### src/rtl/apb_intc_hub.sv
// apb_intc_hub
//   APB interconnect plus a small interrupt controller. One CPU APB master is
//   decoded onto four external slaves (system, uart, timer, sram) or the
//   internal intc register window; unmapped addresses get an immediate error.
//   Timer interrupts and bus-error completions are collected into cpu_irq.
//
// Ports
//   clk, rts               clock, synchronous active-high reset
//   paddr/pwdata/pwrite/   master request (pstb = byte write strobes)
//   pstb/psel/penable
//   prdata/pready/perr     master response
//   <s>_sel/<s>_enable     routed select/enable per external slave
//   <s>_rdata/_ready/_err  external slave response
//   timer_irq              level interrupt from the timer
//   cpu_irq                level interrupt to the CPU
//
// Register layout assumes 32-bit address and data.
module apb_intc_hub #(
  parameter int ADDR_WIDTH = 32,
  parameter int DATA_WIDTH = 32
) (
  input  logic                  clk,
  input  logic                  rts,
  input  logic [ADDR_WIDTH-1:0] paddr,
  input  logic [DATA_WIDTH-1:0] pwdata,
  input  logic                  pwrite,
  input  logic [3:0]            pstb,
  input  logic                  psel,
  input  logic                  penable,
  output logic [DATA_WIDTH-1:0] prdata,
  output logic                  pready,
  output logic                  perr,
  output logic                  system_sel,
  output logic                  system_enable,
  input  logic [DATA_WIDTH-1:0] system_rdata,
  input  logic                  system_ready,
  input  logic                  system_err,
  output logic                  uart_sel,
  output logic                  uart_enable,
  input  logic [DATA_WIDTH-1:0] uart_rdata,
  input  logic                  uart_ready,
  input  logic                  uart_err,
  output logic                  timer_sel,
  output logic                  timer_enable,
  input  logic [DATA_WIDTH-1:0] timer_rdata,
  input  logic                  timer_ready,
  input  logic                  timer_err,
  output logic                  sram_sel,
  output logic                  sram_enable,
  input  logic [DATA_WIDTH-1:0] sram_rdata,
  input  logic                  sram_ready,
  input  logic                  sram_err,
  input  logic                  timer_irq,
  output logic                  cpu_irq
);

  localparam logic [19:0] UART_PG  = 20'h10000;
  localparam logic [19:0] INTC_PG  = 20'h10001;
  localparam logic [19:0] TIMER_PG = 20'h10002;

  logic [1:0] r_pend;
  logic [1:0] r_en;
  logic       r_gen;

  logic w_hit_sys, w_hit_uart, w_hit_intc, w_hit_timer, w_hit_sram;
  logic [9:0] w_word;
  logic       w_off_ok;
  logic       w_intc_acc;
  logic       w_wr;
  logic [1:0] w_clr;
  logic [1:0] w_set;
  logic [1:0] w_act;
  logic [DATA_WIDTH-1:0] w_intc_rdata;
  logic       w_unused;

  // Priority decode; regions are disjoint, but the order is kept explicit.
  always_comb begin
    w_hit_sys   = 1'b0;
    w_hit_uart  = 1'b0;
    w_hit_intc  = 1'b0;
    w_hit_timer = 1'b0;
    w_hit_sram  = 1'b0;
    if (paddr[31])                     w_hit_sram  = 1'b1;
    else if (paddr[31:16] == 16'h0000) w_hit_sys   = 1'b1;
    else if (paddr[31:12] == UART_PG)  w_hit_uart  = 1'b1;
    else if (paddr[31:12] == INTC_PG)  w_hit_intc  = 1'b1;
    else if (paddr[31:12] == TIMER_PG) w_hit_timer = 1'b1;
  end

  assign system_sel    = psel    & w_hit_sys;
  assign system_enable = penable & w_hit_sys;
  assign uart_sel      = psel    & w_hit_uart;
  assign uart_enable   = penable & w_hit_uart;
  assign timer_sel     = psel    & w_hit_timer;
  assign timer_enable  = penable & w_hit_timer;
  assign sram_sel      = psel    & w_hit_sram;
  assign sram_enable   = penable & w_hit_sram;

  // intc window: only word offsets 0, 4 and 8 exist.
  assign w_word     = paddr[11:2];
  assign w_off_ok   = (paddr[1:0] == 2'b00) && (w_word < 10'd3);
  assign w_intc_acc = psel & penable & w_hit_intc;
  assign w_wr       = w_intc_acc & pwrite & w_off_ok & ~rts;
  assign w_act      = r_pend & r_en;

  always_comb begin
    w_intc_rdata = '0;
    if (!rts && w_off_ok) begin
      case (w_word)
        10'd0: w_intc_rdata[1:0] = r_pend;
        10'd1: begin
          w_intc_rdata[1:0] = r_en;
          w_intc_rdata[31]  = r_gen;
        end
        default: begin
          // CAUSE: lowest pending&enabled source, all-ones when none.
          if (w_act[0])      w_intc_rdata = '0;
          else if (w_act[1]) w_intc_rdata = {{(DATA_WIDTH-1){1'b0}}, 1'b1};
          else               w_intc_rdata = '1;
        end
      endcase
    end
  end

  // Response mux. prdata follows the decoded slave even outside psel;
  // handshake outputs are gated by psel.
  always_comb begin
    prdata = '0;
    pready = 1'b0;
    perr   = 1'b0;
    if (w_hit_sram) begin
      prdata = sram_rdata;
      pready = psel & sram_ready;
      perr   = psel & sram_err;
    end else if (w_hit_sys) begin
      prdata = system_rdata;
      pready = psel & system_ready;
      perr   = psel & system_err;
    end else if (w_hit_uart) begin
      prdata = uart_rdata;
      pready = psel & uart_ready;
      perr   = psel & uart_err;
    end else if (w_hit_intc) begin
      prdata = w_intc_rdata;
      pready = psel & penable;
      perr   = psel & penable & ~w_off_ok;
    end else if (w_hit_timer) begin
      prdata = timer_rdata;
      pready = psel & timer_ready;
      perr   = psel & timer_err;
    end else begin
      pready = psel & penable;
      perr   = psel & penable;
    end
  end

  // Sets take priority over write-1-clear on the same bit.
  assign w_set = {psel & penable & pready & perr, timer_irq};
  assign w_clr = (w_wr && w_word == 10'd0 && pstb[0]) ? pwdata[1:0] : 2'b00;

  always_ff @(posedge clk) begin
    if (rts) begin
      r_pend <= 2'b00;
      r_en   <= 2'b00;
      r_gen  <= 1'b0;
    end else begin
      r_pend <= (r_pend & ~w_clr) | w_set;
      if (w_wr && w_word == 10'd1) begin
        if (pstb[0]) r_en  <= pwdata[1:0];
        if (pstb[3]) r_gen <= pwdata[31];
      end
    end
  end

  assign cpu_irq = r_gen & |w_act;

  assign w_unused = &{1'b0, pwdata[DATA_WIDTH-2:2], pstb[2:1]};

endmodule

### config.mk
export PLATFORM = sky130hd
export DESIGN_NAME = apb_intc_hub
export DESIGN_NICKNAME = d
export VERILOG_FILES = /design/src/rtl/apb_intc_hub.sv
export SDC_FILE = /design/constraint.sdc
export NUM_CORES = 1
export LEC_CHECK = 0
export CELL_PAD_IN_SITES_DETAIL_PLACEMENT = 0
export CELL_PAD_IN_SITES_GLOBAL_PLACEMENT = 2
export CORE_MARGIN = 8
export CORE_UTILIZATION = 10
export CTS_BUF_LIST = sky130_fd_sc_hd__clkbuf_2 sky130_fd_sc_hd__clkbuf_4 sky130_fd_sc_hd__clkbuf_8
export DETAILED_ROUTE_END_ITERATION = 10
export PLACE_DENSITY = 0.95
export SLEW_MARGIN = 20
export SYNTH_ARGS = -nofsm -noshare
export SYNTH_HDL_FRONTEND = slang
export SYNTH_SLANG_ARGS = --single-unit
### constraint.sdc
create_clock -name clk -period 5.55 [get_ports clk]
set_clock_uncertainty 0.15 [all_clocks]
set_input_delay 1.665 -clock clk [delete_from_list [all_inputs] [get_ports clk]]
set_output_delay 1.665 -clock clk [all_outputs]
set_load 0.01 [all_outputs]
After elaboration in Yosys (flattened, before gate mapping)
Index checks and enable logic that the tools add are counted.
- register bits after elaboration: 5
- latch bits: 0
- memory bits (writable): 0
- ROM bits: 0
- input port bits: 210
- output and inout port bits: 43
- word-level logic and storage cells: 89
- memories: 0
- add/sub/neg operators: 0
- $mul: 0
- divide/modulo/power cells: 0
- order comparisons: 1
- equal/unequal tests: 4
- shifts and indexed selects: 0
- multiplexer cells: 37
- bitwise logic cells: 31
- reductions and logical operators: 13
- operator list (operator ; number):
    32-bit 2-to-1 mux ; 8
    20-bit by 17-bit equality test with 1-bit output (second input constant) ; 3
    29-bit 2-to-1 mux ; 1
    1-bit AND ; 25
    1-bit 2-to-1 mux ; 25
    16-bit logical NOT ; 1
    10-bit by 1-bit equality test with 1-bit output (second input constant) ; 1
    10-bit logical NOT ; 1
    10-bit by 2-bit less-than comparator with 1-bit output (second input constant) ; 1
    1-bit logical AND ; 5
    2-bit AND ; 2
    2-bit one-hot mux with 2 select lines ; 1
    2-bit AND reduction ; 2
    2-bit OR reduction ; 2
    2-bit logical NOT ; 1
    2-bit 2-to-1 mux ; 1
    1-bit inverter ; 2
    2-bit inverter ; 1
    2-bit OR ; 1
    1-bit one-hot mux with 2 select lines ; 1
    1-bit logical NOT ; 1

Depth between registers and ports, before layout
- word-level depth: 15
- depth in mapped cells: 8
- gate-level depth less buffers: 6

Worst setup path before layout
Ideal clock, no wire load.
- path kind: in2out
- from: input paddr[17]
- to: output prdata[29]
- arrival: 3.675 ns
- required time: 3.735 ns
- slack: 0.060 ns
- stages: 7
- buffers on the path: 1
- cell sequence: or4_1 > nor4_4 > nand2_2 > o41ai_4 > buf_6 > a21oi_1 > o21ai_1
- cells in the longest elaborated chain, start to end: 11
- elaborated cells between the ends (all ways): 23
- those cells by class: eq/ne (3); mux (19); reduce/logical (1)
- RTL lines (what ; line ; text):
    from (decl) ; 24 ; input logic [ADDR_WIDTH-1:0] paddr,
    20-bit by 17-bit equality test with 1-bit output ; 87 ; else if (paddr[31:12] == TIMER_PG) w_hit_timer = 1'b1;
    1-bit 2-to-1 mux ; 87 ;
    1-bit 2-to-1 mux ; 86 ; else if (paddr[31:12] == INTC_PG) w_hit_intc = 1'b1;
    1-bit 2-to-1 mux ; 85 ; else if (paddr[31:12] == UART_PG) w_hit_uart = 1'b1;
    1-bit 2-to-1 mux ; 84 ; else if (paddr[31:16] == 16'h0000) w_hit_sys = 1'b1;
    1-bit 2-to-1 mux ; 83 ; if (paddr[31]) w_hit_sram = 1'b1;
    32-bit 2-to-1 mux ; 147 ; end else if (w_hit_timer) begin
    32-bit 2-to-1 mux ; 143 ; end else if (w_hit_intc) begin
    32-bit 2-to-1 mux ; 139 ; end else if (w_hit_uart) begin
    32-bit 2-to-1 mux * ; 135 ; end else if (w_hit_sys) begin
    32-bit 2-to-1 mux * ; 131 ; if (w_hit_sram) begin
    to (decl) ; 30 ; output logic [DATA_WIDTH-1:0] prdata,
Mark *: on every way between the ends. The rest lies on a longest branch, timed or not.

Worst setup path after layout
- from: input paddr[19]
- to: output prdata[3]
The elaborated chain is that of the path after synthesis.

==> reports/results.tsv <==
stage	metric	value	unit
setup_path	critical_path_required	3.73	ns
min_path	holdCritPathClass	reg2reg	
yosys	ys_seq_elements	5	
finish	n_antenna_cell	0	
finish	multi_input_area	1580	um2
drt	vias_per_cell	4.50	
job	drv_cap	0	
finish	area_growth	198	%
power	seq_power_share	11.4	%
yosys	synth_area	1560	um2
status	violations	setup timing	
setup_path	crit_arrival	3.80	ns
drt	wl_per_cell	18.8	um
finish	n_fill_cell	1653	
drt	num_vias	3091	
drt	drt_wl_total	12900	um
grt	grt_util_all_layers	12.0	%
grt	grt_antenna_before_repair	0	
die	die-width	141	um
finish	layout.nets	710	
power	p_switching	92.2	uW
drt	drt_iter0_markers	105	
place	pre_cts_ws	-0.948	ns
cts	cts_tree	done	
cts	cts_sinks	5	
setup_path	cp-start-kind	input port	
finish	final_common_cell	clkdlybuf4s50_1	
die	num_rows	45	
yosys	synth_cell_types	48	
finish	drive_gt1_share	31.5	%
die	core-area	15200	um2
sta	period_needed	5.62	ns
setup_path	cp-end-kind	output port	
finish	final_core_util	30.6	%
place	gp_routability_congestion	0.825	
sta	slew_headroom	65.1	%
sta	max_freq	0.178	GHz
cts	hold_buffers	0	
yosys	synth-edff-count	0	
drt	drt_first_pass_iters	4	
sta	holdWs	0.373	ns
die	die-area	19900	um2
cts	cts_root_buf	clkbuf_8	
yosys	syn_area_per_cell	6.61	um2
drt	ant_nets	0	
status	outcome	finished, violations left	
grt	grt_pass1_vias	3444	
power	peakVddDrop	46.8	uV
setup_path	path_class	in2out	
sta	fin_tns_setup	-0.672	ns
sta	rsz0062_at_grt	yes	
yosys	synth_warnings	0	
cts	cts_buffer_depth	2	
cts	cts_made_buffers	3	
power	p_int	239	uW
setup_path	crit_fanout	6	
sta	worst_slack	-0.0690	ns
sta	finalSetupViolations	22	
power	clkPwrFrac	22.0	%
cts	clkTransAtPathRegs	0.04	ns
power	combPwrFrac	66.6	%
yosys	ys_async_sr_fraction	0	%
place	place_inst	663	
grt	grt_pass1_wl	18900	um
yosys	synth_flop_cell	dfxtp_1	
power	swShare	27.8	%
place	port_buffers	221	
yosys	synthCells	236	
sta	tightest_slew	0.524	ns
sta	hold_viol_final	0	
die	die_h	141	um
power	p_leak	0.00188	uW
sta	slew_violations	0	
die	io_pins	253	
finish	seqCellArea	100	um2
cts	insertion_delay	0.22	ns
yosys	syn_nets	446	
sta	period_share	101	%
finish	most-common-layout-cells	clkdlybuf4s50_1 (166), buf_4 (40), buf_2 (37)	
grt	overflow	0	
grt	grt_max_degree	41	
yosys	seq_area_frac_synth	6.42	%
die	initial_utilization	10.3	%
cts	htreeDepth	1	
drt	drcViolationCount	0	
power	power_density	71.2	nW/um2
place	post-dp-hpwl	10200	um
finish	stdcell_count	687	
==> Yosys cell counts, types with 3 or more instances <==
| cell type | instances | area [um2] |
|---|---|---|
| a21oi_1 | 32 | 160 |
| inv_1 | 3 | 11.3 |
| o21ai_1 | 30 | 150 |
| nand2_1 | 5 | 18.8 |
| nor4_1 | 5 | 31.3 |
| nor2_1 | 7 | 26.3 |
| a22oi_1 | 33 | 248 |
| nor3_1 | 3 | 15.0 |
| buf_2 | 3 | 15.0 |
| nand4_1 | 3 | 18.8 |
| mux2i_1 | 5 | 50.1 |
| dfxtp_1 | 5 | 100 |
| o21ai_0 | 32 | 160 |
| buf_6 | 3 | 33.8 |
| and2_1 | 9 | 56.3 |
| clkbuf_1 | 16 | 60.1 |
==> layer usage <==
metal | global-route usage [%] | wire length, um | up-vias
li1 | - | - | 1467
met2 | 22.1 | 6640 | 154
met5 | 0 | 0 | -
met3 | 3.07 | 942 | 10
met1 | 13.5 | 5260 | 1460
met4 | 2.94 | 99 | 0
==> registers in the layout, summed over array words and instances, names as in the netlist <==
name    cells
r_gen       1
r_en        2
r_pend      2
==> repair_timing <==
action / 4_1_cts / 5_1_grt
buffers inserted: 18 / 0
gates cloned: 5 / 0
gates resized for setup: 219 / 36
pin swaps: 34 / 30
setup endpoints to repair: 40 / 38
==> stage by stage <==
stage | power [uW] | area [um2]
2_1_floorplan | 84.6 | 1560
3_3_place_gp | 263 | 4240
3_5_place_dp | 265 | 4240
4_1_cts | 330 | 4530
5_1_grt | 351 | 4650
6_report | 331 | 4650
==> worst paths after layout <==
| kind | start | end | slack [ns] | depth (start not counted) |
|---|---|---|---|---|
| worst max-delay path | paddr[19] | prdata[3] | -0.07 | 12 |
| worst min-delay path | r_gen | r_gen | 0.37 | 2 |
| worst max register to register | r_pend[1] | r_pend[1] | 4.58 | 3 |
| worst min register to register | r_gen | r_gen | 0.37 | 2 |
==> cell type report <==
cell class	instances	area share, %
timing repair buffer	281	57.6
multi-input combinational	206	33.9
tap	188	5.06
sequential	5	2.15
clock buffer	4	1.05
inverter	3	0.242
==> worst max-delay path, stage by stage <==
cell and delay, ns:
buf_6 0.09, or4_4 0.55, nor4_4 0.27, nand2_2 0.13, buf_6 0.15, nor3_4 0.19, buf_6 0.14, buf_6 0.12
buf_12 0.13, a21oi_2 0.05, o21ai_1 0.14, buf_2 0.16
==> kinds of logic (layout without fill, tap and decap cells) <==
kind of cell           after synthesis  after routing  share of synthesized area [%]
AOI/OAI and AO/OA                  144            144                           56.9
and+or+nand+nor                     56             56                           25.0
buffers and inverters               25            288                           7.70
muxes                                6              6                           3.93
DFF                                  5              5                           6.42
==> power by group through the flow <==
stage	Clock, uW	Sequential (uW)	Combinational, uW
after floorplan	0	38.1	46.5
final	72.7	37.9	221
after CTS	74.4	37.8	218
after global routing	76.8	37.9	236
after detailed placement	0	38.4	227
after global placement	0	38.3	225
No activity file was read; power rests on OpenSTA's default activity.
